File: config.mk
export PLATFORM = sky130hd
export DESIGN_NAME = multicycle_control_unit_flat
export DESIGN_NICKNAME = d
export VERILOG_FILES = /design/src/rtl/multicycle_control_unit_if.sv /design/src/rtl/multicycle_control_unit.sv /design/src/flat_wrapper.sv
export SDC_FILE = /design/constraint.sdc
export NUM_CORES = 1
export LEC_CHECK = 0
export CELL_PAD_IN_SITES_DETAIL_PLACEMENT = 2
export CELL_PAD_IN_SITES_GLOBAL_PLACEMENT = 2
export CORE_ASPECT_RATIO = 1.2
export CORE_MARGIN = 1.5
export CORE_UTILIZATION = 28
export DETAILED_ROUTE_END_ITERATION = 8
export GPL_TIMING_DRIVEN = 0
export PLACE_DENSITY_LB_ADDON = 0.1
export SLEW_MARGIN = 20
export SYNTH_ARGS = -nofsm -noshare
export SYNTH_HDL_FRONTEND = slang
export SYNTH_SLANG_ARGS = --single-unit
File: constraint.sdc
create_clock -name clk -period 2.8 [get_ports clk]
set_input_delay 0.84 -clock clk [delete_from_list [all_inputs] [get_ports clk]]
set_output_delay 0.84 -clock clk [all_outputs]
set_load 0.02 [all_outputs]
File: src/rtl/multicycle_control_unit_if.sv
`default_nettype none
// ============================================================================
// Module   : multicycle_control_unit_if
// Brief    : Opcode/handshake inputs and datapath strobe bundle between the
//            multicycle control unit (master) and the datapath (slave).
// Revision : 1.0 - initial release
// ============================================================================
interface multicycle_control_unit_if;
  logic [6:0] opcode_i;
  logic       branch_taken_i;
  logic       mem_ready_i;
  logic [2:0] ALU_Op_o;
  logic       ALU_Src_A_o;
  logic [1:0] ALU_Src_B_o;
  logic       PC_Write_o;
  logic [1:0] PC_Src_o;
  logic       IR_Write_o;
  logic       I_or_D_o;
  logic       Mem_Read_o;
  logic       Mem_Write_o;
  logic       Reg_Write_o;
  logic [1:0] Mem_to_Reg_o;
  logic       Instr_Done_o;
  logic       Illegal_o;

  // Control unit side: consumes opcode/handshakes, drives strobes
  modport master (
    input  opcode_i, branch_taken_i, mem_ready_i,
    output ALU_Op_o, ALU_Src_A_o, ALU_Src_B_o, PC_Write_o, PC_Src_o,
           IR_Write_o, I_or_D_o, Mem_Read_o, Mem_Write_o, Reg_Write_o,
           Mem_to_Reg_o, Instr_Done_o, Illegal_o
  );

  // Datapath side
  modport slave (
    output opcode_i, branch_taken_i, mem_ready_i,
    input  ALU_Op_o, ALU_Src_A_o, ALU_Src_B_o, PC_Write_o, PC_Src_o,
           IR_Write_o, I_or_D_o, Mem_Read_o, Mem_Write_o, Reg_Write_o,
           Mem_to_Reg_o, Instr_Done_o, Illegal_o
  );
endinterface
`default_nettype wire

File: src/rtl/multicycle_control_unit.sv
`default_nettype none
// ============================================================================
// Module   : multicycle_control_unit
// Brief    : RV32I-subset multicycle sequencer: FETCH/DECODE/EXECUTE/MEM/WB
//            with memory ready handshake and illegal-opcode TRAP.
// Options  : PERF_COUNTERS_EN adds cycle_count_o / instret_count_o.
// Revision : 1.0 - initial release
// ============================================================================
module multicycle_control_unit #(
  parameter int COUNT_WIDTH = 32
) (
  input  logic clk,
  input  logic reset,
  multicycle_control_unit_if.master bus
`ifdef PERF_COUNTERS_EN
  ,
  output logic [COUNT_WIDTH-1:0] cycle_count_o,
  output logic [COUNT_WIDTH-1:0] instret_count_o
`endif
);

  typedef enum logic [2:0] {
    S_IDLE = 3'd0, S_FETCH = 3'd1, S_DECODE = 3'd2, S_EXECUTE = 3'd3,
    S_MEM  = 3'd4, S_WB    = 3'd5, S_TRAP   = 3'd6
  } state_t;

  typedef enum logic [3:0] {
    C_R = 4'd0, C_I = 4'd1, C_LW = 4'd2, C_SW = 4'd3, C_LUI = 4'd4,
    C_BR = 4'd5, C_JAL = 4'd6, C_JALR = 4'd7, C_ILL = 4'd8
  } cls_t;

  state_t state, next_state;
  cls_t   cls, next_cls;

  // Moore outputs, registered from the state being entered
  logic [2:0] alu_op;
  logic       src_a;
  logic [1:0] src_b;
  logic       pc_write;
  logic [1:0] pc_src;
  logic       i_or_d;
  logic       mem_read;
  logic       mem_write;
  logic       reg_write;
  logic [1:0] mem_to_reg;
  logic       done;
  logic       illegal;

  // Opcode class decode, only consumed while in DECODE
  function automatic cls_t classify(input logic [6:0] op);
    case (op)
      7'b0110011: classify = C_R;
      7'b0010011: classify = C_I;
      7'b0000011: classify = C_LW;
      7'b0100011: classify = C_SW;
      7'b0110111: classify = C_LUI;
      7'b1100011: classify = C_BR;
      7'b1101111: classify = C_JAL;
      7'b1100111: classify = C_JALR;
      default:    classify = C_ILL;
    endcase
  endfunction

  // Next-state and next-class selection
  always_comb begin
    next_state = state;
    next_cls   = cls;
    case (state)
      S_IDLE:   next_state = S_FETCH;
      S_FETCH:  if (bus.mem_ready_i) next_state = S_DECODE;
      S_DECODE: begin
        next_cls   = classify(bus.opcode_i);
        next_state = (next_cls == C_ILL) ? S_TRAP : S_EXECUTE;
      end
      S_EXECUTE: begin
        if (cls == C_LW || cls == C_SW) next_state = S_MEM;
        else if (cls == C_BR)           next_state = S_FETCH;
        else                            next_state = S_WB;
      end
      S_MEM:    if (bus.mem_ready_i) next_state = (cls == C_LW) ? S_WB : S_FETCH;
      S_WB:     next_state = S_FETCH;
      S_TRAP:   next_state = S_TRAP;
      default:  next_state = S_IDLE;
    endcase
  end

  // State, class and Moore strobes; reset drops every strobe at the edge
  always_ff @(posedge clk) begin
    if (reset) begin
      state <= S_IDLE;     cls <= C_R;
      alu_op <= 3'b000;    src_a <= 1'b0;     src_b <= 2'b00;
      pc_write <= 1'b0;    pc_src <= 2'b00;   i_or_d <= 1'b0;
      mem_read <= 1'b0;    mem_write <= 1'b0; reg_write <= 1'b0;
      mem_to_reg <= 2'b00; done <= 1'b0;      illegal <= 1'b0;
    end else begin
      state <= next_state; cls <= next_cls;
      alu_op <= 3'b000;    src_a <= 1'b0;     src_b <= 2'b00;
      pc_write <= 1'b0;    pc_src <= 2'b00;   i_or_d <= 1'b0;
      mem_read <= 1'b0;    mem_write <= 1'b0; reg_write <= 1'b0;
      mem_to_reg <= 2'b00; done <= 1'b0;      illegal <= 1'b0;
      case (next_state)
        S_FETCH: mem_read <= 1'b1;
        S_EXECUTE: begin
          case (next_cls)
            C_R:     alu_op <= 3'b000;
            C_LUI:   alu_op <= 3'b010;
            C_BR:    alu_op <= 3'b100;
            C_JAL:   alu_op <= 3'b101;
            default: alu_op <= 3'b001;
          endcase
          src_a <= !(next_cls == C_BR || next_cls == C_JAL);
          src_b <= (next_cls == C_R || next_cls == C_BR) ? 2'b00 : 2'b01;
          if (next_cls == C_BR) begin
            pc_src <= 2'b01;
            done   <= 1'b1;
          end
        end
        S_MEM: begin
          i_or_d    <= 1'b1;
          mem_read  <= (next_cls == C_LW);
          mem_write <= (next_cls == C_SW);
        end
        S_WB: begin
          reg_write <= 1'b1;
          done      <= 1'b1;
          if (next_cls == C_LW) begin
            mem_to_reg <= 2'b01;
          end else if (next_cls == C_JAL || next_cls == C_JALR) begin
            mem_to_reg <= 2'b10;
            pc_write   <= 1'b1;
            pc_src     <= 2'b10;
          end
        end
        S_TRAP:  illegal <= 1'b1;
        default: ;
      endcase
    end
  end

  // Mealy terms: fetch completion, taken branch, store completion
  logic fetch_done, br_taken, sw_done;
  assign fetch_done = (state == S_FETCH) && bus.mem_ready_i;
  assign br_taken   = (state == S_EXECUTE) && (cls == C_BR) && bus.branch_taken_i;
  assign sw_done    = (state == S_MEM) && (cls == C_SW) && bus.mem_ready_i;

  assign bus.ALU_Op_o     = alu_op;
  assign bus.ALU_Src_A_o  = src_a;
  assign bus.ALU_Src_B_o  = src_b;
  assign bus.PC_Write_o   = pc_write | fetch_done | br_taken;
  assign bus.PC_Src_o     = pc_src;
  assign bus.IR_Write_o   = fetch_done;
  assign bus.I_or_D_o     = i_or_d;
  assign bus.Mem_Read_o   = mem_read;
  assign bus.Mem_Write_o  = mem_write;
  assign bus.Reg_Write_o  = reg_write;
  assign bus.Mem_to_Reg_o = mem_to_reg;
  assign bus.Instr_Done_o = done | sw_done;
  assign bus.Illegal_o    = illegal;

`ifdef PERF_COUNTERS_EN
  // Free-running cycle and retired-instruction counters, wrapping naturally
  always_ff @(posedge clk) begin
    if (reset) begin
      cycle_count_o   <= '0;
      instret_count_o <= '0;
    end else begin
      cycle_count_o <= cycle_count_o + 1'b1;
      if (bus.Instr_Done_o) instret_count_o <= instret_count_o + 1'b1;
    end
  end
`else
  logic unused_count_width;
  assign unused_count_width = ^COUNT_WIDTH;
`endif

endmodule
`default_nettype wire
File: src/flat_wrapper.sv
// flat-port wrapper written by rule: the top's interface ports become plain ports
module multicycle_control_unit_flat 
#(
  parameter int COUNT_WIDTH = 32
)
  (clk, reset, bus_opcode_i, bus_branch_taken_i, bus_mem_ready_i, bus_ALU_Op_o, bus_ALU_Src_A_o, bus_ALU_Src_B_o, bus_PC_Write_o, bus_PC_Src_o, bus_IR_Write_o, bus_I_or_D_o, bus_Mem_Read_o, bus_Mem_Write_o, bus_Reg_Write_o, bus_Mem_to_Reg_o, bus_Instr_Done_o, bus_Illegal_o);
  multicycle_control_unit_if bus_i ();
  input  logic clk;
  input  logic reset;
  input wire logic [$bits(bus_i.opcode_i)-1:0] bus_opcode_i;
  input wire logic [$bits(bus_i.branch_taken_i)-1:0] bus_branch_taken_i;
  input wire logic [$bits(bus_i.mem_ready_i)-1:0] bus_mem_ready_i;
  output wire logic [$bits(bus_i.ALU_Op_o)-1:0] bus_ALU_Op_o;
  output wire logic [$bits(bus_i.ALU_Src_A_o)-1:0] bus_ALU_Src_A_o;
  output wire logic [$bits(bus_i.ALU_Src_B_o)-1:0] bus_ALU_Src_B_o;
  output wire logic [$bits(bus_i.PC_Write_o)-1:0] bus_PC_Write_o;
  output wire logic [$bits(bus_i.PC_Src_o)-1:0] bus_PC_Src_o;
  output wire logic [$bits(bus_i.IR_Write_o)-1:0] bus_IR_Write_o;
  output wire logic [$bits(bus_i.I_or_D_o)-1:0] bus_I_or_D_o;
  output wire logic [$bits(bus_i.Mem_Read_o)-1:0] bus_Mem_Read_o;
  output wire logic [$bits(bus_i.Mem_Write_o)-1:0] bus_Mem_Write_o;
  output wire logic [$bits(bus_i.Reg_Write_o)-1:0] bus_Reg_Write_o;
  output wire logic [$bits(bus_i.Mem_to_Reg_o)-1:0] bus_Mem_to_Reg_o;
  output wire logic [$bits(bus_i.Instr_Done_o)-1:0] bus_Instr_Done_o;
  output wire logic [$bits(bus_i.Illegal_o)-1:0] bus_Illegal_o;
  assign bus_i.opcode_i = bus_opcode_i;
  assign bus_i.branch_taken_i = bus_branch_taken_i;
  assign bus_i.mem_ready_i = bus_mem_ready_i;
  assign bus_ALU_Op_o = bus_i.ALU_Op_o;
  assign bus_ALU_Src_A_o = bus_i.ALU_Src_A_o;
  assign bus_ALU_Src_B_o = bus_i.ALU_Src_B_o;
  assign bus_PC_Write_o = bus_i.PC_Write_o;
  assign bus_PC_Src_o = bus_i.PC_Src_o;
  assign bus_IR_Write_o = bus_i.IR_Write_o;
  assign bus_I_or_D_o = bus_i.I_or_D_o;
  assign bus_Mem_Read_o = bus_i.Mem_Read_o;
  assign bus_Mem_Write_o = bus_i.Mem_Write_o;
  assign bus_Reg_Write_o = bus_i.Reg_Write_o;
  assign bus_Mem_to_Reg_o = bus_i.Mem_to_Reg_o;
  assign bus_Instr_Done_o = bus_i.Instr_Done_o;
  assign bus_Illegal_o = bus_i.Illegal_o;
  multicycle_control_unit #(.COUNT_WIDTH(COUNT_WIDTH)) u_core (.clk(clk), .reset(reset), .bus(bus_i));
endmodule
After elaboration in Yosys (flattened, before gate mapping)
Index checks and enable logic that the tools add are counted.

Register bits after elaboration: 24. Bits of input ports: 11. Output and inout bits: 18. Logic and storage cells: 91.

Equal/unequal tests: 29. Mux-type cells: 24. Bitwise operators: 6. Reduce and logical (&&, ||, !) cells: 17.

Operators with widths (number): $pmux 4 s8 (1); $eq 7x6->1 const B (3); $eq 7x7->1 const B (3); $eq 4x3->1 const B (5); $eq 3x3->1 const B (6); $mux 3 (6); $pmux 3 s6 (1); $eq 4x2->1 const B (4); $pmux 3 s4 (1); $eq 3x2->1 const B (3); $mux 1 (8); $mux 4 (2); $reduce_or 2->1 (4); $eq 7x2->1 const B (1); $eq 7x5->1 const B (1); $eq 3x1->1 const B (2); $logic_and 1x1->1 (5); $eq 4x4->1 const B (1); $logic_not 4->1 (1); $logic_or 1x1->1 (4); $mux 2 (2); $pmux 1 s2 (2); $pmux 2 s2 (1); $logic_not 3->1 (1); 4 further kinds (8).

Logic depth before layout (Yosys ltp)
Gate-level depths: netlist (run 1).

Depth after elaboration: 9. Depth in mapped cells: 7. Gate-level depth less buffers: 6.

Worst setup path after synthesis (run 1)
OpenSTA, ideal clock, no wires.

Path type: input to register. From: input bus_opcode_i[6]. To: register u_core.alu_op[2] (netlist: u_core.bus.ALU_Op_o[2]). Setup time: 0.115 ns. Data arrival time: 2.179 ns. Data required time: 2.685 ns. Setup slack: 0.506 ns. Stages on the path: 6. Buffers on the path: 1. Cells stage by stage: buf_2 or4b_1 a311oi_2 a21oi_2 xnor2_1 and3_1.

Longest elaborated chain between the ends: 9. Elaborated cells on any way between the ends: 22. Those cells by class: eq/ne: 13; mux: 6; bitwise: 1; reduce/logical: 2.

Ends and longest elaborated chain: start: declaration (line flat_wrapper.sv:10) `input wire logic [$bits(bus_i.opcode_i)-1:0] bus_opcode_i;`; $eq 7x7->1, or another cell as far along (line multicycle_control_unit.sv:51) `case (op)`; $pmux 4 s8 (*) (line multicycle_control_unit.sv:51); $mux 4 (*) (line multicycle_control_unit.sv:68) `case (state)`; $eq 4x4->1 (line multicycle_control_unit.sv:73) `next_state = (next_cls == C_ILL) ? S_TRAP : S_EXECUTE;`; $mux 3 (line multicycle_control_unit.sv:73); $pmux 3 s6 (line multicycle_control_unit.sv:68); $eq 3x2->1 (line multicycle_control_unit.sv:101) `case (next_state)`; $not 1->1 (no line); $reduce_or 2->1 (no line); end signal: assignment (line multicycle_control_unit.sv:105) `C_R: alu_op <= 3'b000;`; end signal: assignment (line multicycle_control_unit.sv:106) `C_LUI: alu_op <= 3'b010;`; end signal: assignment (line multicycle_control_unit.sv:107) `C_BR: alu_op <= 3'b100;`; end: declaration (line multicycle_control_unit.sv:36) `logic [2:0] alu_op;`.

Mark *: on every way between the ends. The rest lies on a longest branch, timed or not. The select of a mux whose other input is x is not followed. A chain may end at the register's enable or synchronous reset.

Worst setup path after layout (run 1)
From: input bus_opcode_i[5]. To: register u_core.alu_op[2] (netlist: u_core.bus.ALU_Op_o[2]).

The elaborated chain is that of the path after synthesis.

==> impl_metrics.env, run 1 <==
export IMPL_gp_congestion=0.844
export IMPL_ys_top_cells_by_area="dfxtp_1 37%, nor2_1 4.1%, nor3_1 3.0%, and3_1 2.7%, a2111oi_4 2.3%"
export IMPL_synth_seq_cells=22
export IMPL_wire_per_inst_microns=16.1
export IMPL_postCtsHoldBufs=0
export IMPL_avgSynthCellArea_sq_um=8.93
export IMPL_leakagePower_nw=0.621
export IMPL_cts_sinks=22
export IMPL_port_buffers=26
export IMPL_yosysWarnings=0
export IMPL_dp_cells=212
export IMPL_worst_slew_pin_slew_ns=0.628
export IMPL_synth_top_area_cell="dfxtp_1"
export IMPL_p_clk_frac=0.376
export IMPL_grt_overflow_total=0
export IMPL_min_delay_worst_endpoint="u_core.cls[3]$_SDFF_PP0_"
export IMPL_tritoncts="yes"
export IMPL_finalHoldViolCount=0
export IMPL_timing_hold_ws_ns=0.582
export IMPL_power_w=0.000790
export IMPL_place_area_sq_um=1510
export IMPL_setup_violations=0
export IMPL_ys_top_cells_by_count="22 x dfxtp_1, 13 x nor2_1, 7 x nor3_1"
export IMPL_cap_violations=0
export IMPL_ys_flop_type="dfxtp_1"
export IMPL_fin_area_sq_um=1580
export IMPL_fin_skew_ns=0.00200
export IMPL_final_layout_size_suffix_gt1_frac=0.141
export IMPL_yosysSeqAreaShare=0.374
export IMPL_synth_compound_area_frac=0.219
export IMPL_grt_max_degree=14
export IMPL_synth_async_reset_ratio=0
export IMPL_drv_slew=0
export IMPL_p_int_w=0.000581
export IMPL_first_pass_iters=2
export IMPL_synth_top_cell_area_share=0.374
export IMPL_pwr_share_seq=0.422
export IMPL_die_area_sq_um=4610
export IMPL_antenna_cells=0
export IMPL_synth_top_family_by_area="simple AND/OR/NAND/NOR gates"
export IMPL_critPathMaxStageDelay_ns=0.57
export IMPL_synth_most_common_cell="dfxtp_1"
export IMPL_antenna_found_initial=0
export IMPL_syn_inst=132
export IMPL_reg2reg_from="u_core.state[1]$_SDFF_PP0_"
export IMPL_synth_adder_area_share=0
export IMPL_rsz0062_at_grt="false"
export IMPL_drtAntennaViolNets=0
export IMPL_hold_class="reg2reg"
export IMPL_post_route_period_util=0.955
export IMPL_fillerInstances=467
export IMPL_cp_start_kind="primary input"
export IMPL_grt_pass1_wl_microns=6000
export IMPL_slowest_stage="or4b_1"
export IMPL_cp_cell_sequence="clkdlybuf4s50_1, or4b_1, a311oi_2, a21oi_2, xnor2_1, and3_1"
export IMPL_r2r_cells=5
export IMPL_critPathCaptureType="flip-flop"
export IMPL_h_tree_depth=1
export IMPL_grt_pass1_vias=1215
export IMPL_routed_wl_microns=3500
export IMPL_peakVddDrop_v=0.000183
export IMPL_core_sq_um=4000
export IMPL_cp_num_buf_inv=1
export IMPL_num_rows=25
export IMPL_dr_total_vias=1125
export IMPL_r2r_slack_ns=0.63
export IMPL_via_per_inst=5.18
export IMPL_detailedPlacementHpwl_microns=2730
export IMPL_slew_limit_headroom=0.578
export IMPL_synth_cell_types=53
export IMPL_synthesis_area_sq_um=1180
export IMPL_switching_power_w=0.000208
export IMPL_synth_nets=143
export IMPL_start_util=0.294
export IMPL_area_growth_pct=34.3
export IMPL_die_x_microns=62.2
export IMPL_regToRegEndpoint="u_core.bus.ALU_Op_o[0]$_SDFF_PP0_"
export IMPL_tns_ns=0
export IMPL_cp_required_ns=2.96
export IMPL_cp_data_arrival_time_ns=2.83
export IMPL_cts_buffers=3
export IMPL_synth_xor_area_share=0.0149
export IMPL_status="complete, no violations"
export IMPL_final_cells=217
export IMPL_hold_depth=2
export IMPL_synth_edff_count=0
export IMPL_synthSimpleGateAreaFrac=0.340
export IMPL_drc=0
export IMPL_cts_root_buf="clkbuf_8"
export IMPL_min_period_ns=2.67
export IMPL_combPwrFrac=0.201
export IMPL_clk_pin_slew_ns=0.08
export IMPL_crit_family="simple AND/OR/NAND/NOR gates"
export IMPL_die_y_microns=74.1
export IMPL_pwr_density_cell_nw_per_um2=499
export IMPL_max_freq_mhz=374
export IMPL_fin_nets=175
export IMPL_clkLatencyLatePin_ns=0.26
export IMPL_drt_iter0_drc=30
export IMPL_synth_area_mux_share=0
export IMPL_swShare=0.264
export IMPL_min_from="u_core.cls[3]$_SDFF_PP0_"
export IMPL_cp_max_fo=9
export IMPL_cts_max_path_buffers=2
export IMPL_io_pins=29
export IMPL_grt_total_usage=0.166
export IMPL_path_class="in2reg"
state kept, by name (all words and copies together) (netlist names), 2 cells and up:
register / count
u_core.bus.ALU_Op_o: 3
u_core.state: 3
u_core.cls: 4
u_core.bus.PC_Src_o: 2
worst max path at each step:
| stage | slack (ns) | from | end | cells after the start |
|---|---|---|---|---|
| after floorplan | 0.51 | bus_opcode_i[6] | u_core.bus.ALU_Op_o[2]$_SDFF_PP0_ | 6 |
| after global placement | -0.44 | bus_mem_ready_i | bus_Instr_Done_o | 5 |
| after detailed placement | -0.47 | bus_mem_ready_i | bus_Instr_Done_o | 5 |
| after CTS | 0.006 | bus_mem_ready_i | bus_Instr_Done_o | 5 |
| after global routing | 0.03 | bus_opcode_i[4] | u_core.bus.ALU_Src_B_o[0]$_SDFF_PP0_ | 6 |
| final | 0.13 | bus_opcode_i[5] | u_core.bus.ALU_Op_o[2]$_SDFF_PP0_ | 6 |
layout by cell type, fill, tap and decap left out, types with 3 or more instances in the layout:
cell             count
buf_2                3
nor3_1               7
clkdlybuf4s50_1     21
clkbuf_8             3
dfxtp_1             22
nor2b_1              3
clkinv_1             3
nand2b_1             4
buf_4                5
nand2_1              5
and3_1               5
nor2_1              13
nor4_1               3
a21oi_1              5
nand3b_1             3
o21ai_1              5
nand3_1              4
area by class of cell:
| type | instances | area [sq um] | share of cell area |
|---|---|---|---|
| Multi-Input combinational cell | 100 | 681 | 0.430 |
| Sequential cell | 22 | 440 | 0.278 |
| Timing Repair Buffer | 27 | 264 | 0.167 |
| Tap cell | 54 | 67.6 | 0.0427 |
| Buffer | 7 | 47.5 | 0.0300 |
| Clock buffer | 3 | 41.3 | 0.0261 |
| Clock inverter | 1 | 30.0 | 0.0190 |
| Inverter | 3 | 11.3 | 0.00711 |
worst min-delay path: cells and delay by family, from the launching register on:
family           cells  cell delay [ns]
AO/OA/AOI/OAI        1             0.06
flip-flops           1             0.39
AND/OR/NAND/NOR      1             0.09
power groups by stage:
stage	Clock (W)	Combinational, W	Sequential (W)
after floorplan	0	0.0000971	0.000342
after global placement	0	0.000156	0.000340
after detailed placement	0	0.000160	0.000341
after CTS	0.000306	0.000160	0.000333
after global routing	0.000321	0.000175	0.000336
final	0.000297	0.000159	0.000333
through the flow:
| stage | worst slack [ns] | utilization |
|---|---|---|
| floorplan | 0.506 | - |
| global placement | -0.437 | 0.376 |
| detailed placement | -0.469 | 0.376 |
| CTS | 0.00633 | 0.392 |
| global route | 0.0267 | 0.395 |
| finish | 0.127 | 0.395 |
layer usage:
metal | track usage | share of wire | vias to the layer above
met5 | 0 | 0 | -
met4 | 0.0617 | 0.014 | 0
met3 | 0.0212 | 0.025 | 4
met2 | 0.332 | 0.55 | 18
met1 | 0.182 | 0.42 | 557
li1 | - | - | 546
repair_timing:
item | in CTS | in global routing
gates resized for setup | 11 | 2
setup buffers | 0 | 1
pin swaps | 0 | 1
endpoints found under the setup margin | 3 | 7
logic make-up (layout without fill, tap and decap cells):
group                  after synthesis  in the layout
other                                1              1
XOR/XNOR                             2              2
AO/OA/AOI/OAI                       32             32
buffers and inverters               10             41
flip-flops                          22             22
AND/OR/NAND/NOR                     65             65
Power figures use the tool's default switching activity.
==> run 2: changes to the inputs <==
Settings changed: CORE_MARGIN 1.5 to 3.
==> impl_metrics.env, run 2 (same netlist as run 1, synthesis figures left out) <==
export IMPL_status="complete, no violations"
export IMPL_drv_slew=0
export IMPL_die_y_microns=77.1
export IMPL_dr_total_vias=1129
export IMPL_final_layout_size_suffix_gt1_frac=0.146
export IMPL_drtAntennaViolNets=0
export IMPL_p_clk_frac=0.373
export IMPL_cts_root_buf="clkbuf_8"
export IMPL_finalHoldViolCount=0
export IMPL_register_area_sq_um=440
export IMPL_place_area_sq_um=1510
export IMPL_antenna_found_initial=0
export IMPL_cts_sinks=22
export IMPL_grt_max_degree=14
export IMPL_min_period_ns=2.72
export IMPL_multi_input_area_sq_um=681
export IMPL_die_area_sq_um=5030
export IMPL_post_route_period_util=0.970
export IMPL_worst_slew_pin_slew_ns=0.516
export IMPL_num_rows=25
export IMPL_largest_register="u_core.cls"
export IMPL_max_freq_mhz=368
export IMPL_port_buffers=26
export IMPL_h_tree_depth=1
export IMPL_fin_nets=176
export IMPL_min_delay_worst_endpoint="u_core.cls[3]$_SDFF_PP0_"
export IMPL_setup_violations=0
export IMPL_rsz0062_at_grt="false"
export IMPL_r2r_cells=5
export IMPL_min_from="u_core.cls[3]$_SDFF_PP0_"
export IMPL_swShare=0.262
export IMPL_drc=0
export IMPL_leakagePower_nw=0.617
export IMPL_largest_reg_flops=4
export IMPL_fin_skew_ns=0.00122
export IMPL_grt_pass1_wl_microns=5980
export IMPL_cts_max_path_buffers=2
export IMPL_mostFrequentLayoutCells="22 x clkdlybuf4s50_1, 22 x dfxtp_1, 13 x nor2_1, 7 x nor3_1, 6 x buf_4"
export IMPL_met1Wirelength_microns=1400
export IMPL_antenna_cells=0
export IMPL_clkLatencyLatePin_ns=0.26
export IMPL_cts_buffers=3
export IMPL_cap_violations=0
export IMPL_area_growth_pct=34.7
export IMPL_cp_data_arrival_time_ns=2.88
export IMPL_combPwrFrac=0.205
export IMPL_slew_limit_headroom=0.653
export IMPL_switching_power_w=0.000207
export IMPL_clk_pin_slew_ns=0.08
export IMPL_grt_pass1_vias=1218
export IMPL_cp_start_kind="primary input"
export IMPL_pwr_share_seq=0.422
export IMPL_regToRegEndpoint="u_core.bus.Illegal_o$_SDFF_PP0_"
export IMPL_tritoncts="yes"
export IMPL_fin_ws_ns=0.0833
export IMPL_hold_depth=2
export IMPL_via_per_inst=5.18
export IMPL_start_util=0.294
export IMPL_pwr_density_cell_nw_per_um2=497
export IMPL_top_layer_used="met4"
export IMPL_peakVddDrop_v=0.000177
export IMPL_pre_cts_slack_ns=-0.454
export IMPL_routed_wl_microns=3570
export IMPL_r2r_slack_ns=0.67
export IMPL_hold_class="reg2reg"
export IMPL_wl_met2_microns=1940
export IMPL_core_sq_um=4000
export IMPL_postCtsHoldBufs=0
export IMPL_critPathCaptureType="flip-flop"
export IMPL_fillerInstances=470
export IMPL_grt_overflow_total=0
export IMPL_fin_area_sq_um=1590
export IMPL_drt_iter0_drc=22
export IMPL_reg2reg_from="u_core.state[1]$_SDFF_PP0_"
export IMPL_grt_total_usage=0.153
export IMPL_cp_required_ns=2.96
export IMPL_gp_congestion=0.835
export IMPL_die_x_microns=65.2
export IMPL_io_pins=29
export IMPL_detailedPlacementHpwl_microns=2800
export IMPL_path_class="in2reg"
export IMPL_first_pass_iters=4
export IMPL_met3_length_microns=137
export IMPL_cp_max_fo=9
export IMPL_p_int_w=0.000583
export IMPL_wire_per_inst_microns=16.4
[run 2: area by class of cell]
cell class | instances | area share
Clock inverter | 1 | 0.0189
Timing Repair Buffer | 28 | 0.169
Buffer | 7 | 0.0299
Multi-Input combinational cell | 100 | 0.429
Clock buffer | 3 | 0.0260
Inverter | 3 | 0.00709
Tap cell | 54 | 0.0426
Sequential cell | 22 | 0.277
[run 2: power groups by stage]
stage | clock network [W] | logic [W] | registers, W
floorplan | 0 | 0.0000971 | 0.000342
global placement | 0 | 0.000155 | 0.000340
detailed placement | 0 | 0.000161 | 0.000341
CTS | 0.000306 | 0.000161 | 0.000334
global route | 0.000324 | 0.000178 | 0.000335
finish | 0.000294 | 0.000162 | 0.000333
[run 2: stage by stage]
step	hold slack, ns	cells	TNS (ns)	power, W	utilization
detailed placement	0.562	212	-2.18	0.000502	0.376
global placement	0.552	212	-1.71	0.000495	0.376
finish	0.568	218	0	0.000790	0.397
floorplan	0.490	132	0	0.000439	-
CTS	0.576	216	0	0.000801	0.392
global route	0.600	218	0	0.000837	0.397
[run 2: timing repair]
action,CTS,global route
resized for setup,10,2
pin swaps,0,1
hold endpoints to repair,0,0
setup endpoints to repair,3,2
setup buffers,0,2
[run 2: worst max-delay path by stage]
stage	from	end	slack [ns]	cells past startpoint
after floorplan	bus_opcode_i[6]	u_core.bus.ALU_Op_o[2]$_SDFF_PP0_	0.51	6
after global placement	bus_mem_ready_i	bus_Instr_Done_o	-0.44	5
after detailed placement	bus_mem_ready_i	bus_Instr_Done_o	-0.45	5
after CTS	bus_mem_ready_i	bus_Instr_Done_o	0.02	5
after global routing	bus_opcode_i[2]	u_core.bus.ALU_Op_o[2]$_SDFF_PP0_	0.01	6
final	bus_opcode_i[2]	u_core.bus.ALU_Op_o[2]$_SDFF_PP0_	0.08	6
[run 2: worst max-delay path: stages]
cell	delay, ns
clkdlybuf4s50_1	0.59
or4b_1	0.60
a311oi_2	0.36
a21oi_2	0.13
xnor2_1	0.16
and3_1	0.19
[run 2: metal layers]
metal  up-vias  global-route usage
met2        27               0.284
li1        550                   -
met1       546               0.161
met3         6              0.0293
met4         0              0.0664
met5         -                   0
==> run 3: changes to the inputs <==
Settings changed: CORE_ASPECT_RATIO 1.2 to default.
==> impl_metrics.env, run 3 (same netlist as run 1, synthesis figures left out) <==
export IMPL_p_clk_frac=0.377
export IMPL_cts_max_path_buffers=2
export IMPL_cts_sinks=22
export IMPL_power_w=0.000791
export IMPL_grt_overflow_total=0
export IMPL_min_period_ns=2.68
export IMPL_postCtsHoldBufs=0
export IMPL_drt_iter0_drc=53
export IMPL_dr_total_vias=1124
export IMPL_clkLatencyLatePin_ns=0.26
export IMPL_peakVddDrop_v=0.000185
export IMPL_clk_pin_slew_ns=0.08
export IMPL_tritoncts="yes"
export IMPL_fin_ws_ns=0.115
export IMPL_cap_violations=0
export IMPL_routed_wl_microns=3510
export IMPL_post_route_period_util=0.959
export IMPL_max_freq_mhz=373
export IMPL_cts_root_buf="clkbuf_8"
export IMPL_r2r_slack_ns=0.73
export IMPL_cp_start_kind="primary input"
export IMPL_wire_per_inst_microns=16.7
export IMPL_num_rows=22
export IMPL_cp_required_ns=2.96
export IMPL_fin_skew_ns=0.00224
export IMPL_finalHoldViolCount=0
export IMPL_pwr_density_cell_nw_per_um2=502
export IMPL_fin_nets=175
export IMPL_drv_slew=0
export IMPL_first_pass_iters=4
export IMPL_path_class="in2reg"
export IMPL_die_x_microns=70.9
export IMPL_critPathCaptureType="flip-flop"
export IMPL_final_layout_size_suffix_gt1_frac=0.141
export IMPL_pwr_share_seq=0.422
export IMPL_drc=0
export IMPL_worst_slew_pin_slew_ns=0.521
export IMPL_grt_pass1_wl_microns=5800
export IMPL_slew_limit_headroom=0.653
export IMPL_mostFrequentLayoutCells="22 x dfxtp_1, 21 x clkdlybuf4s50_1, 13 x nor2_1, 7 x nor3_1"
export IMPL_grt_max_degree=14
export IMPL_cp_cell_sequence="clkdlybuf4s50_1, or4b_1, a311oi_2, a21oi_2, xnor2_1, and3_1"
export IMPL_gp_congestion=0.777
export IMPL_swShare=0.265
export IMPL_cp_max_fo=9
export IMPL_grt_pass1_vias=1186
export IMPL_grt_total_usage=0.143
export IMPL_pre_cts_slack_ns=-0.434
export IMPL_area_growth_pct=33.7
export IMPL_port_buffers=26
export IMPL_largest_register="u_core.cls"
export IMPL_via_per_inst=5.33
export IMPL_io_pins=29
export IMPL_hold_class="reg2reg"
export IMPL_switching_power_w=0.000210
export IMPL_critPathMaxStageDelay_ns=0.56
export IMPL_core_sq_um=3850
export IMPL_h_tree_depth=1
export IMPL_antenna_found_initial=0
export IMPL_slowest_stage="or4b_1"
export IMPL_die_area_sq_um=5020
export IMPL_largest_reg_flops=4
export IMPL_leakagePower_nw=0.621
export IMPL_antenna_cells=0
export IMPL_die_y_microns=70.9
export IMPL_rsz0062_at_grt="false"
export IMPL_drtAntennaViolNets=0
export IMPL_cts_buffers=3
export IMPL_status="complete, no violations"
export IMPL_detailedPlacementHpwl_microns=2690
export IMPL_cp_data_arrival_time_ns=2.84
export IMPL_setup_violations=0
export IMPL_timing_hold_ws_ns=0.603
export IMPL_start_util=0.306
export IMPL_combPwrFrac=0.201
export IMPL_p_int_w=0.000581
export IMPL_final_common_cell="dfxtp_1"
## run 3: power by group through the flow
| stage | Clock [W] | Sequential, W | Combinational, W |
|---|---|---|---|
| floorplan | 0 | 0.000342 | 0.0000971 |
| global placement | 0 | 0.000340 | 0.000154 |
| detailed placement | 0 | 0.000341 | 0.000158 |
| CTS | 0.000304 | 0.000334 | 0.000158 |
| global route | 0.000314 | 0.000336 | 0.000175 |
| finish | 0.000299 | 0.000334 | 0.000159 |
## run 3: worst max-delay path, delay by kind of cell
family / cells / cell delay (ns)
and+or+nand+nor: 2 / 0.77
xor gates and xnor gates: 1 / 0.18
AOI/OAI and AO/OA: 2 / 0.51
buffers and inverters: 1 / 0.53
## run 3: final cells by class
cell class	count	area, sq um
fill	436	2280
multi-input combinational	100	681
sequential	22	440
timing repair buffer	27	264
tap	48	60.1
buffer	7	47.5
clock buffer	3	41.3
clock inverter	1	30.0
inverter	3	11.3
## run 3: path summary, 6_finish.rpt
check                                  start                                 to  cells after the start
setup / recovery             bus_opcode_i[5]  u_core.bus.ALU_Op_o[2]$_SDFF_PP0_                      6
hold / removal      u_core.cls[3]$_SDFF_PP0_           u_core.cls[3]$_SDFF_PP0_                      2
setup reg to reg  u_core.state[1]$_SDFF_PP0_             u_core.done$_SDFF_PP0_                      5
hold reg to reg     u_core.cls[3]$_SDFF_PP0_           u_core.cls[3]$_SDFF_PP0_                      2
## run 3: stage by stage
| step | instance area (sq um) | instances | setup TNS, ns | utilization |
|---|---|---|---|---|
| floorplan | 1180 | 132 | 0 | - |
| finish | 1580 | 211 | 0 | 0.409 |
| CTS | 1560 | 210 | 0 | 0.405 |
| global route | 1580 | 211 | 0 | 0.409 |
| detailed placement | 1500 | 206 | -2.01 | 0.389 |
| global placement | 1500 | 206 | -1.44 | 0.389 |
## run 3: per-layer routing
layer  wire (microns)  global-route usage  share of wire  vias up
met5                0                   0              0        -
met4               30              0.0522         0.0085        0
met3              135              0.0199          0.038        2
met2             1810               0.251           0.51       25
met1             1540               0.176           0.44      553
li1                 -                   -              -      544
## run 3: timing repair
item / 4_1_cts / 5_1_grt
resized for setup: 9 / 4
buffers inserted: 0 / 1
pin swaps: 0 / 1
setup endpoints to repair: 3 / 6
hold endpoints to repair: 0 / 0
